[config.mk]
export PLATFORM = sky130hd
export DESIGN_NAME = task_ack_arbiter_flat
export DESIGN_NICKNAME = d
export VERILOG_FILES = /design/src/rtl/task_ack_arbiter_pkg.sv /design/src/rtl/task_ack_arbiter_if.sv /design/src/rtl/task_ack_arbiter_toggle_sync.sv /design/src/rtl/task_ack_arbiter.sv /design/src/flat_wrapper.sv
export SDC_FILE = /design/constraint.sdc
export NUM_CORES = 1
export LEC_CHECK = 0
export ABC_AREA = 1
export BUFFER_PORTS_ARGS = -buffer_cell sky130_fd_sc_hd__buf_2
export CORE_MARGIN = 8
export CORE_UTILIZATION = 41
export DETAILED_ROUTE_END_ITERATION = 16
export PLACE_DENSITY = 0.76
export RECOVER_POWER = 100
export SETUP_SLACK_MARGIN = 0.15
export SYNTH_ARGS = -nofsm -noshare
export SYNTH_HDL_FRONTEND = slang
export SYNTH_HIERARCHICAL = 1
export SYNTH_SLANG_ARGS = --single-unit
[constraint.sdc]
create_clock -name clk -period 2.3 [get_ports clk]
set_clock_uncertainty 0.15 [all_clocks]
set_input_delay 0.23 -clock clk [delete_from_list [all_inputs] [get_ports clk]]
set_output_delay 0.23 -clock clk [all_outputs]
set_load 0.03 [all_outputs]
[src/rtl/task_ack_arbiter_pkg.sv]
// Shared definitions for the toggle-handshake task arbiter: FSM state
// encoding and width helpers used by the interface and the top level.
package task_ack_pkg;

  // Arbiter FSM: waiting for a request, issuing a task, waiting for the worker.
  typedef enum logic [1:0] {
    IDLE  = 2'd0,
    START = 2'd1,
    RUN   = 2'd2
  } arbStateT;

  // Ceiling log2; returns 0 for values of 0 or 1.
  function automatic int clog2(input int value);
    int result;
    int remaining;
    result    = 0;
    remaining = value - 1;
    for (int b = 0; b < 32; b++) begin
      if (remaining > 0) begin
        result++;
        remaining = remaining >> 1;
      end
    end
    return result;
  endfunction

  // Channel id width, never narrower than one bit so a single channel still works.
  function automatic int idWidth(input int channels);
    return (clog2(channels) < 1) ? 1 : clog2(channels);
  endfunction

endpackage

[src/rtl/task_ack_arbiter_if.sv]
// Bundle of the requester-facing toggle handshake and the worker-facing task
// port. The master side is the environment (requesters plus worker); the
// slave side is the arbiter itself.
interface task_ack_arbiter_if #(
  parameter int CHANNELS = 4,
  parameter int DATA_W   = 32
);
  import task_ack_pkg::*;

  localparam int ID_W = idWidth(CHANNELS);

  logic [CHANNELS-1:0]        req_toggle_async;
  logic [CHANNELS*DATA_W-1:0] req_data_async;
  logic [CHANNELS-1:0]        ack_toggle;
  logic [CHANNELS-1:0]        ack_status;
  logic                       task_start;
  logic [ID_W-1:0]            task_id;
  logic [DATA_W-1:0]          task_data;
  logic                       task_busy;
  logic                       task_done;
  logic                       task_abort;

  modport master (
    output req_toggle_async,
    output req_data_async,
    output task_done,
    input  ack_toggle,
    input  ack_status,
    input  task_start,
    input  task_id,
    input  task_data,
    input  task_busy,
    input  task_abort
  );

  modport slave (
    input  req_toggle_async,
    input  req_data_async,
    input  task_done,
    output ack_toggle,
    output ack_status,
    output task_start,
    output task_id,
    output task_data,
    output task_busy,
    output task_abort
  );

endinterface

[src/rtl/task_ack_arbiter_toggle_sync.sv]
// Multi-bit flop-chain synchroniser for level/toggle signals arriving from
// foreign clock domains. Each bit is synchronised independently, which is
// safe because every bit is a toggle that changes at most once per handshake.
module toggle_sync #(
  parameter int WIDTH  = 1,
  parameter int STAGES = 2
) (
  input  logic             clk,
  input  logic             rst,
  input  logic [WIDTH-1:0] asyncIn,
  output logic [WIDTH-1:0] syncOut
);

  (* ASYNC_REG = "TRUE" *) logic [STAGES-1:0][WIDTH-1:0] syncChain;

  // Shift the asynchronous inputs through the chain; stage 0 is the metastable capture flop.
  always_ff @(posedge clk or posedge rst) begin
    if (rst) begin
      syncChain <= '0;
    end else begin
      syncChain[0] <= asyncIn;
      for (int s = 1; s < STAGES; s++) begin
        syncChain[s] <= syncChain[s-1];
      end
    end
  end

  assign syncOut = syncChain[STAGES-1];

endmodule

[src/rtl/task_ack_arbiter.sv]
// Receiving side of the toggle-based task handshake. Requesters in other
// clock domains flip a request toggle; this block synchronises the toggles,
// picks one pending channel round-robin, hands its payload to a local worker
// and flips the channel's ack toggle when the worker finishes or the
// watchdog gives up on it.
module task_ack_arbiter
  import task_ack_pkg::*;
#(
  parameter int CHANNELS    = 4,
  parameter int DATA_W      = 32,
  parameter int SYNC_STAGES = 3,
  parameter int TIMEOUT     = 0
) (
  input logic             clk,
  input logic             rst,
  task_ack_arbiter_if.slave bus
);

  localparam int ID_W  = idWidth(CHANNELS);
  localparam int CNT_W = (TIMEOUT > 1) ? clog2(TIMEOUT) : 1;

  arbStateT            state;
  arbStateT            nextState;
  logic [CHANNELS-1:0] reqSync;
  logic [CHANNELS-1:0] pending;
  logic [CHANNELS-1:0] ackToggleQ;
  logic [CHANNELS-1:0] ackStatusQ;
  logic [ID_W-1:0]     lastGrant;
  logic [ID_W-1:0]     grantId;
  logic [ID_W-1:0]     candidate;
  logic                grantValid;
  logic [DATA_W-1:0]   grantData;
  logic [ID_W-1:0]     taskIdQ;
  logic [DATA_W-1:0]   taskDataQ;
  logic [CNT_W-1:0]    watchdogCnt;
  logic                timeoutHit;
  logic                taskAbortQ;
  logic                finishDone;
  logic                finishAbort;

  toggle_sync #(
    .WIDTH  (CHANNELS),
    .STAGES (SYNC_STAGES)
  ) reqSyncInst (
    .clk     (clk),
    .rst     (rst),
    .asyncIn (bus.req_toggle_async),
    .syncOut (reqSync)
  );

  // A channel owes us work whenever its synchronised request differs from our ack.
  assign pending = reqSync ^ ackToggleQ;

  // Round-robin search: first pending channel strictly after the last grant, wrapping around.
  always_comb begin
    grantValid = 1'b0;
    grantId    = '0;
    candidate  = '0;
    for (int i = 1; i <= CHANNELS; i++) begin
      candidate = ID_W'((int'(lastGrant) + i) % CHANNELS);
      if (!grantValid && pending[candidate]) begin
        grantValid = 1'b1;
        grantId    = candidate;
      end
    end
  end

  // Select the winning channel's payload; the requester keeps it stable until it sees the ack.
  always_comb begin
    grantData = '0;
    for (int c = 0; c < CHANNELS; c++) begin
      if (grantId == ID_W'(c)) begin
        grantData = bus.req_data_async[c*DATA_W +: DATA_W];
      end
    end
  end

  // Watchdog fires on the last allowed busy cycle; a zero limit disables it entirely.
  assign timeoutHit = (TIMEOUT != 0) && (watchdogCnt == CNT_W'(TIMEOUT - 1));

  // FSM state register.
  always_ff @(posedge clk or posedge rst) begin
    if (rst) begin
      state <= IDLE;
    end else begin
      state <= nextState;
    end
  end

  // Next-state and finish decode; worker completion takes precedence over the watchdog.
  always_comb begin
    nextState   = state;
    finishDone  = 1'b0;
    finishAbort = 1'b0;
    case (state)
      IDLE: begin
        if (grantValid) begin
          nextState = START;
        end
      end
      START, RUN: begin
        if (bus.task_done) begin
          finishDone = 1'b1;
          nextState  = IDLE;
        end else if (timeoutHit) begin
          finishAbort = 1'b1;
          nextState   = IDLE;
        end else begin
          nextState = RUN;
        end
      end
      default: begin
        nextState = IDLE;
      end
    endcase
  end

  // Task capture, watchdog counting, abort pulse and per-channel ack/status bookkeeping.
  always_ff @(posedge clk or posedge rst) begin
    if (rst) begin
      taskIdQ     <= '0;
      taskDataQ   <= '0;
      lastGrant   <= ID_W'(CHANNELS - 1);
      watchdogCnt <= '0;
      taskAbortQ  <= 1'b0;
      ackToggleQ  <= '0;
      ackStatusQ  <= '0;
    end else begin
      taskAbortQ <= finishAbort;
      if (state == IDLE && grantValid) begin
        taskIdQ     <= grantId;
        taskDataQ   <= grantData;
        lastGrant   <= grantId;
        watchdogCnt <= '0;
      end else if (state != IDLE) begin
        watchdogCnt <= watchdogCnt + CNT_W'(1);
      end
      for (int c = 0; c < CHANNELS; c++) begin
        if ((finishDone || finishAbort) && taskIdQ == ID_W'(c)) begin
          ackToggleQ[c] <= ~ackToggleQ[c];
          ackStatusQ[c] <= finishAbort;
        end
      end
    end
  end

  assign bus.task_start = (state == START);
  assign bus.task_busy  = (state != IDLE);
  assign bus.task_id    = taskIdQ;
  assign bus.task_data  = taskDataQ;
  assign bus.task_abort = taskAbortQ;
  assign bus.ack_toggle = ackToggleQ;
  assign bus.ack_status = ackStatusQ;

endmodule

[src/flat_wrapper.sv]
// flat-port wrapper written by rule: the top's interface ports become plain ports
module task_ack_arbiter_flat import task_ack_pkg::*;
#(
  parameter int CHANNELS    = 4,
  parameter int DATA_W      = 32,
  parameter int SYNC_STAGES = 3,
  parameter int TIMEOUT     = 0
)
  (clk, rst, bus_req_toggle_async, bus_req_data_async, bus_task_done, bus_ack_toggle, bus_ack_status, bus_task_start, bus_task_id, bus_task_data, bus_task_busy, bus_task_abort);
  task_ack_arbiter_if #(.CHANNELS(CHANNELS), .DATA_W(DATA_W)) bus_i ();
  input logic clk;
  input logic rst;
  input wire logic [$bits(bus_i.req_toggle_async)-1:0] bus_req_toggle_async;
  input wire logic [$bits(bus_i.req_data_async)-1:0] bus_req_data_async;
  input wire logic [$bits(bus_i.task_done)-1:0] bus_task_done;
  output wire logic [$bits(bus_i.ack_toggle)-1:0] bus_ack_toggle;
  output wire logic [$bits(bus_i.ack_status)-1:0] bus_ack_status;
  output wire logic [$bits(bus_i.task_start)-1:0] bus_task_start;
  output wire logic [$bits(bus_i.task_id)-1:0] bus_task_id;
  output wire logic [$bits(bus_i.task_data)-1:0] bus_task_data;
  output wire logic [$bits(bus_i.task_busy)-1:0] bus_task_busy;
  output wire logic [$bits(bus_i.task_abort)-1:0] bus_task_abort;
  assign bus_i.req_toggle_async = bus_req_toggle_async;
  assign bus_i.req_data_async = bus_req_data_async;
  assign bus_i.task_done = bus_task_done;
  assign bus_ack_toggle = bus_i.ack_toggle;
  assign bus_ack_status = bus_i.ack_status;
  assign bus_task_start = bus_i.task_start;
  assign bus_task_id = bus_i.task_id;
  assign bus_task_data = bus_i.task_data;
  assign bus_task_busy = bus_i.task_busy;
  assign bus_task_abort = bus_i.task_abort;
  task_ack_arbiter #(.CHANNELS(CHANNELS), .DATA_W(DATA_W), .SYNC_STAGES(SYNC_STAGES), .TIMEOUT(TIMEOUT)) u_core (.clk(clk), .rst(rst), .bus(bus_i));
endmodule
# == Word-level counts from Yosys, hierarchy flattened ==
# Index checks and enable logic that the tools add are counted.
# totals
input_bits,135
ff_bits,54
out_inout_bits,45
# classes
order_cmp,4
n_addsub,4
bitwise_logic,5
reduce_logical,16
n_mux,25
eq_ne,9
# ops
operator,count
2-to-1 mux 32 bit,4
< comparator 2 x 3 -> 1 bit (second input constant),4
2-to-1 mux 2 bit,6
== test 2 bit (second input constant),5
2-to-1 mux 1 bit,10
binary-select mux 1 bit (select 2 bit),4
logical AND 1 bit,8
== test 2 x 1 -> 1 bit (second input constant),3
logical NOT 2 bit,3
adder 2 x 1 -> 2 bit (second input constant),2
adder 2 bit (second input constant),2
inverter 1 bit,4
case mux 2 bit (2 select lines),1
XOR 4 bit,1
logical NOT 1 bit,3
inequality test 2 x 1 -> 1 bit (second input constant),1
nonzero test 2 bit,1
OR reduction 2 bit,1

# == Depth between registers and ports, before layout ==
# Gate-level depths: netlist (run 1).
# depth
word_depth,18
depth_mapped,17

# == Modules after synthesis ==
# The synthesis (run 1) kept the hierarchy.
# by_module_without_submodules
mod,seq_area_each_um2,n_inst,area_each_um2,cells_each
task_ack_arbiter,1053.5,1,3101.7,451
toggle_sync,300.3,1,334.1,17

# == Worst setup path after synthesis (run 1) ==
# No wires, ideal clock.
# synth_path
kind,reg2reg
from,reg u_core.lastGrant[0]
to,"reg u_core.taskDataQ[19], in the netlist u_core/bus.task_data[19]"
arrival_ns,1.913
setup_ns,0.117
path_buffers,3
setup_slack_ns,0.120
stages_incl_launch_ff,14
path_cell_list,dfstp_2 buf_6 xnor2_1 nand3_2 nand3_1 nand2_1 nor2_4 nand2_4 buf_6 buf_6 nand3_1 nand4_1 nand2_1 nand2_1
# synth_between
elab_chain_len,18
# synth_rtl
item,line,text
from (decl),task_ack_arbiter.sv:28,logic [ID_W-1:0] lastGrant;
from (signal assigned),task_ack_arbiter.sv:123,lastGrant <= ID_W'(CHANNELS - 1);
from (signal assigned),task_ack_arbiter.sv:133,lastGrant <= grantId;
adder 2 x 1 -> 2 bit,task_ack_arbiter.sv:60,candidate = ID_W'((int'(lastGrant) + i) % CHANNELS);
binary-select mux 1 bit (select 2 bit),task_ack_arbiter.sv:61,if (!grantValid && pending[candidate]) begin
2-to-1 mux 1 bit (implied by the code),task_ack_arbiter.sv:61,
2-to-1 mux 1 bit,task_ack_arbiter.sv:61,
logical NOT 1 bit,task_ack_arbiter.sv:61,
logical AND 1 bit,task_ack_arbiter.sv:61,
2-to-1 mux 1 bit,task_ack_arbiter.sv:61,
logical NOT 1 bit,task_ack_arbiter.sv:61,
logical AND 1 bit,task_ack_arbiter.sv:61,
2-to-1 mux 1 bit,task_ack_arbiter.sv:61,
logical NOT 1 bit,task_ack_arbiter.sv:61,
logical AND 1 bit,task_ack_arbiter.sv:61,
2-to-1 mux 2 bit,task_ack_arbiter.sv:61,
logical NOT 2 bit,task_ack_arbiter.sv:72,if (grantId == ID_W'(c)) begin
2-to-1 mux 32 bit (4 in a row),task_ack_arbiter.sv:72,
to (signal assigned),task_ack_arbiter.sv:132,taskDataQ <= grantData;
to (decl),task_ack_arbiter.sv:34,logic [DATA_W-1:0] taskDataQ;
# Several ways; a longest one is shown, not always the timed one. The select of a mux whose other input is x is not followed.
# A chain may end at the register's enable or synchronous reset.

# == Worst setup path after layout (run 1) ==
# layout_path
from,reg u_core.lastGrant[0]
to,"reg u_core.taskDataQ[7], in the netlist u_core/bus.task_data[7]"
# The elaborated chain is that of the path after synthesis.

==> summary.txt, run 1 <==
Run status
  – Outcome: complete, but fails checks
  – Violated checks: setup timing

Routing
  – Routed wire per std cell: 17.06 µm
  – Starting DRT DRC Count: 199
  – ANT nets after route: 0
  – # DRC: 0
  – Met2 routed WL: 6.412 mm
  – Vias per inst: 5.358
  – Via count: 4040
  – Met3 WL: 1.157 mm
  – Drt first pass iters: 5
  – DRT Wirelength: 12.87 mm
  – Wl on met1: 5.068 mm
  – Uppermost routed layer: met4

Synth
  – Post-synth top flop: dfrtp_1
  – Post-synth cell types: 27
  – Post-synth EDFFs: 0
  – YS warnings: 6
  – Yosys top cell by area: dfrtp_1
  – Top cell type's share of synthesized area: 37.87%
  – Top post-synthesis cells by count: nand2_1 (162), nand3_1 (86), nand4_1 (66), dfrtp_1 (52), inv_1 (21)
  – Async S/R FF share, synth: 100.0%
  – Mapped Avg Cell Area: 7.341 µm²
  – Top post-synthesis cells by area: dfrtp_1 (38%), nand2_1 (18%), nand3_1 (13%)
  – Part of the Yosys area used for sequential elements: 39.40%
  – Netlist Area Pre-Place: 3436 µm²
  – Top-count cell post-synth: nand2_1
  – #FFs+latches synth: 54
  – Gate Count Post-Synth: 468

STA
  – Relative slew slack: 53.02%
  – Final slew viol count: 0
  – Max Freq: 0.4265 GHz
  – Worst hold slack: 0.06274 ns
  – RSZ-0062 raised after global routing: true
  – Post-route setup slack: -0.04455 ns
  – Worst-Margin Slew: 0.7047 ns
  – Period utilisation layout: 101.9%
  – Tmin final: 2.345 ns
  – Endpoints failing hold: 0
  – Endpoints failing setup: 29

Floorplanning
  – Die width: 107.5 µm
  – Rows: 33
  – Core Area: 8175 µm²
  – Initial cell density of the core: 42.03%
  – Die height: 107.5 µm
  – I/O pins: 180
  – Die area: 11560 µm²

Worst setup path
  – Worst EP required: 2.36 ns
  – Worst reg2reg path depth: 13
  – Crit. End Element: flop
  – Crit path max fanout: 14
  – Startpoint Class: flop
  – Flop2flop setup slack: -0.04 ns
  – CP Class: flop to flop
  – Arrival time worst endpoint: 2.40 ns

Place
  – Dpl hpwl: 8.988 mm
  – Routability cong.: 0.8115
  – Number of buffers added on ports: 174
  – Dpl cell area: 4419 µm²

Cells and area
  – Ant diodes: 0
  – Fin nets: 787
  – Design Area, Final: 4885 µm²
  – Layout area overhead: 42.17%
  – Share of cells above drive strength 1: 34.05%

GRT
  – Total global routing overflow: 0
  – Antenna violations before repair: 0
  – First-pass GRT wire length: 19.73 mm
  – Vias in the first global route: 4179
  – GRT Overall Usage: 20.78%
  – Largest net degree at the start of global routing: 41

Clock tree
  – Number of CTS-inserted buffers: 5
  – Clock root buffer: clkbuf_8
  – Clock Latency Late Sink: 0.31 ns
  – CTS tree: built
  – CTS H-Tree Depth: 2
  – Clock slew seen by the registers of the worst setup and hold paths: 0.10 ns
  – Max Root-Sink Buffers: 2
  – Clk sinks: 54

Flow run
  – Max_cap viols: 0

Hold path
  – Hold Path Stages: 5
  – HP Class: input port to flop
cell type report:
class / count / area (µm²)
fillers: 795 / 3291
multi-input cells: 354 / 1934
flip-flops and latches: 54 / 1356
repair buffers: 211 / 1290
well taps: 105 / 131.4
inverters: 22 / 85.08
clock buffers: 5 / 68.82
clock inverters: 3 / 18.77
layout by cell type, fill, tap and decap left out, types with 2 or more instances in the layout:
master           n
nand4_1         66
nand3_1         67
buf_4           15
dfrtp_1         50
inv_1           19
conb_1           5
nand3_4          2
nor2_4           6
o21ai_1          3
buf_6            4
nor2_1           2
a21oi_1          3
nand3_2         21
nand2_2          4
clkbuf_16        2
dfrtp_2          2
buf_12           9
nand2_1        158
inv_2            2
clkbuf_8         5
clkinv_2         2
buf_2          133
dlygate4sd3_1    5
xor2_1           4
dfstp_2          2
ha_1             4
clkbuf_1        41
per-stage QoR:
step / setup WS [ns] / cells / util (%) / TNS, ns
2_1_floorplan: 0.1631 / 472 / - / 0
3_3_place_gp: -0.1753 / 732 / 54.06 / -4.688
3_5_place_dp: -0.3005 / 732 / 54.06 / -8.791
4_1_cts: 0.008134 / 751 / 57.93 / 0
5_1_grt: -0.1962 / 754 / 59.75 / -4.865
6_report: -0.04455 / 754 / 59.75 / -0.7095
repair_timing:
item	in CTS	in global routing
setup endpoints to repair	37	38
buffers inserted	4	0
hold buffers	5	0
resized for setup	23	34
pin swaps	3	1
hold endpoints to repair	31	0
cloned	2	3
sequential cells by signal (all words and copies together) (netlist names):
name / count
u_core/bus.ack_toggle: 4
u_core/lastGrant: 2
u_core/reqSyncInst/syncChain: 8
u_core/reqSyncInst/syncOut: 4
u_core/state: 2
u_core/bus.task_data: 32
u_core/bus.task_id: 2
worst max-delay path, cell delays in order (launching register included):
cell	delay (ns)
dfstp_2	0.57
buf_12	0.14
xor2_4	0.21
nand3_2	0.11
nand2_2	0.11
nand4_1	0.17
buf_4	0.20
inv_4	0.05
nor2_4	0.05
clkbuf_16	0.18
nand3_1	0.09
nand4_1	0.09
nand2_1	0.08
nand2_1	0.04
routing by layer:
metal	up-vias	global-route usage, %
met3	23	5.449
met2	208	35.09
li1	1937	-
met1	1872	25.21
met5	-	0
met4	0	6.343
kinds of logic (layout without fill, tap and decap cells):
logic type               count (synthesis)  in the layout  share of synthesized area, %
adder cells (fa/ha/maj)                  4              4                         1.457
other                                    1              5                        0.1091
flip-flops                              54             54                         39.40
buffers and inverters                   65            241                         10.31
AND/OR/NAND/NOR                        329            330                         45.67
AO/OA/AOI/OAI                            9              9                         1.311
XOR/XNOR                                 6              6                         1.748
final timing paths:
path / startpoint / endpoint
setup / recovery: u_core/lastGrant[0] / u_core/bus.task_data[7]
hold / removal: bus_req_data_async[30] / u_core/bus.task_data[30]
setup reg to reg: u_core/lastGrant[0] / u_core/bus.task_data[7]
hold reg to reg: u_core/reqSyncInst/syncChain[4] / u_core/reqSyncInst/syncOut[0]
max in group asynchronous: rst / u_core/bus.ack_toggle[2]
min in group asynchronous: rst / u_core/reqSyncInst/syncChain[5]
Power of run 1 is not shown: default switching activity piles up to over one toggle a cycle in this logic, so the estimate is an artifact.
==> run 2, diff against run 1 <==
--- a/config.mk
+++ b/config.mk
@@ -11,2 +11,3 @@
 export CORE_UTILIZATION = 41
+export CTS_CLUSTER_SIZE = 24
 export DETAILED_ROUTE_END_ITERATION = 16
==> constraint.sdc (replaced) <==
create_clock -name clk -period 2.3 [get_ports clk]
set_clock_uncertainty 0.15 [all_clocks]
set_input_delay 0.345 -clock clk [delete_from_list [all_inputs] [get_ports clk]]
set_output_delay 0.345 -clock clk [all_outputs]
set_load 0.03 [all_outputs]
==> summary.txt, run 2 (same netlist as run 1, synthesis figures left out) <==
Hold path
  – HP Class: input port to flop
  – Hold Path Stages: 5 (unchanged)
  – Worst Min Path Start: bus_req_data_async[18]
  – Hold path endpoint: u_core/bus.task_data[18]

GRT
  – Total global routing overflow: 0 (unchanged)
  – Antenna violations before repair: 0 (unchanged)
  – GR peak layer: met2
  – Met1 Usage GRT: 25.13% (-0.082 points)
  – GRT Overall Usage: 21.72% (+0.94 points)
  – Largest net degree at the start of global routing: 43 (+4.9%)
  – First-pass GRT wire length: 20.28 mm (+2.8%)
  – Vias in the first global route: 4260 (+1.9%)
  – Grt met2 use: 37.06% (+2.0 points)
  – Met3 usage: 6.108% (+0.66 points)

STA
  – Tmin final: 2.400 ns (+0.05514 ns)
  – Endpoints failing hold: 0 (unchanged)
  – Period utilisation layout: 104.3% (+2.4 points)
  – Worst hold slack: 0.1820 ns (+0.1193 ns)
  – RSZ-0062 raised after global routing: true
  – Worst-Margin Slew: 1.073 ns (+0.3687 ns)
  – Max Freq: 0.4167 GHz (-2.3%)
  – Final slew viol count: 0 (unchanged)
  – Relative slew slack: 28.44% (-25 points)
  – Endpoints failing setup: 32 (+10%)
  – Post-route setup slack: -0.09969 ns (-0.05514 ns)

Routing
  – Via count: 4183 (+3.5%)
  – # DRC: 0 (unchanged)
  – Routed wire per std cell: 17.91 µm (+4.9%)
  – DRT Wirelength: 13.75 mm (+6.9%)
  – ANT nets after route: 0 (unchanged)
  – Drt first pass iters: 5 (unchanged)
  – Starting DRT DRC Count: 246 (+24%)
  – Vias per inst: 5.447 (+1.7%)

Cells and area
  – Fin nets: 801 (+1.8%)
  – Max reg flops: 32 (unchanged)
  – Layout area overhead: 47.31%
  – Ant diodes: 0 (unchanged)
  – Design Area, Final: 5061 µm² (+3.6%)
  – Commonest non-fill, non-tap cells in the layout: nand2_1 (153), buf_2 (133), nand3_1 (77), nand4_1 (66), dfrtp_1 (50)
  – Share of cells above drive strength 1: 34.69% (+0.64 points)
  – Final Util: 61.91% (+2.2 points)
  – Commonest non-fill, non-tap cell in the layout: nand2_1

Clock tree
  – CTS H-Tree Depth: 2 (unchanged)
  – Clock slew seen by the registers of the worst setup and hold paths: 0.10 ns (about the same)
  – Clock root buffer: clkbuf_8
  – Clock Latency Late Sink: 0.31 ns (about the same)
  – Clk sinks: 54 (unchanged)
  – Max Root-Sink Buffers: 2 (unchanged)
  – CTS tree: built
  – Number of CTS-inserted buffers: 5 (unchanged)

Place
  – Dpl hpwl: 9.140 mm (+1.7%)
  – Number of buffers added on ports: 174 (unchanged)
  – Dpl cell area: 4452 µm² (+0.74%)
  – Routability cong.: 0.7927 (-2.3%)

Worst setup path
  – Crit. End Element: flop
  – R2r startpoint: u_core/lastGrant[0]
  – Startpoint Class: flop
  – Crit path max fanout: 8 (-6)
  – CP Class: flop to flop
  – Worst EP required: 2.40 ns (+0.04 ns)
  – Arrival time worst endpoint: 2.50 ns (+0.10 ns)
  – Worst reg2reg path depth: 14 (+1)
  – R2R Path End: u_core/bus.task_data[6]
  – Flop2flop setup slack: -0.1 ns (-0.06 ns)

Flow run
  – Max_cap viols: 0 (unchanged)

Floorplanning
  – Initial cell density of the core: 42.03% (unchanged)
  – Die height: 107.5 µm (unchanged)
  – Die area: 11560 µm² (unchanged)
  – Rows: 33 (unchanged)
  – Core Area: 8175 µm² (unchanged)
  – Die width: 107.5 µm (unchanged)
  – I/O pins: 180 (unchanged)

Run status
  – Violated checks: setup timing
  – Outcome: complete, but fails checks
[run 2: changes by cell type in the layout (fill, tap and decap cells not counted), moves of 5 or more]
cell	before	now
nand3_1	67	77
nand3_2	21	11
buf_4	15	23
clkbuf_16	2	7
nand2_1	158	153
nand2_2	4	9
[run 2: metrics by stage]
step                      setup TNS (ns)  std cells  setup WS, ns
after floorplan                        0        472        0.1631
after global placement            -4.376        733       -0.1628
after detailed placement          -7.414        733       -0.2566
after CTS                       -0.07135        761      -0.01953
after global routing              -6.417        768       -0.2109
final                             -2.447        768      -0.09969
[run 2: worst max-delay path by stage]
stage	from	end	slack [ns]	cells past startpoint
floorplan	u_core/lastGrant[0]	u_core/bus.task_data[19]	0.16	14
CTS	u_core/lastGrant[0]	u_core/bus.task_data[16]	-0.02	13
global route	u_core/lastGrant[0]	u_core/bus.task_data[9]	-0.21	14
detailed placement	u_core/lastGrant[0]	u_core/bus.task_data[16]	-0.26	13
global placement	u_core/lastGrant[0]	u_core/bus.task_data[16]	-0.16	13
finish	u_core/lastGrant[0]	u_core/bus.task_data[6]	-0.1	14
[run 2: layer usage]
metal | vias to the layer above | wire [µm]
met5 | - | 0
met4 | 0 | 354
met3 | 36 | 1350
met2 | 274 | 6867
met1 | 1907 | 5181
li1 | 1966 | -
[run 2: final cells by class]
cell class | count | area, µm²
Multi-Input combinational cell | 354 | 1892
Clock buffer | 5 | 68.82
Tap cell | 105 | 131.4
Timing Repair Buffer | 225 | 1511
Inverter | 22 | 82.58
Sequential cell | 54 | 1356
Clock inverter | 3 | 18.77
Fill cell | 736 | 3114
[run 2: critical path, cell delays in order (launching register included)]
cell       delay [ns]
dfstp_2          0.57
buf_12           0.14
nand3_1          0.16
nand3_2          0.15
nand2_4          0.08
nand3_1          0.13
nor2_2           0.06
nor2_4           0.19
nand2_8          0.13
nor2_4           0.19
clkbuf_16        0.18
nand2_2          0.04
nand4_1          0.06
nand2_1          0.05
nand2_1          0.07
[run 2: what timing repair did]
action,in CTS,in global routing
buffers inserted,12,0
setup endpoints to repair,37,38
resized for setup,27,21
gates cloned,3,7
hold buffers,5,0
endpoints found under the hold margin,16,0
pin swaps,9,12
Power of run 2 is left out for the same reason.
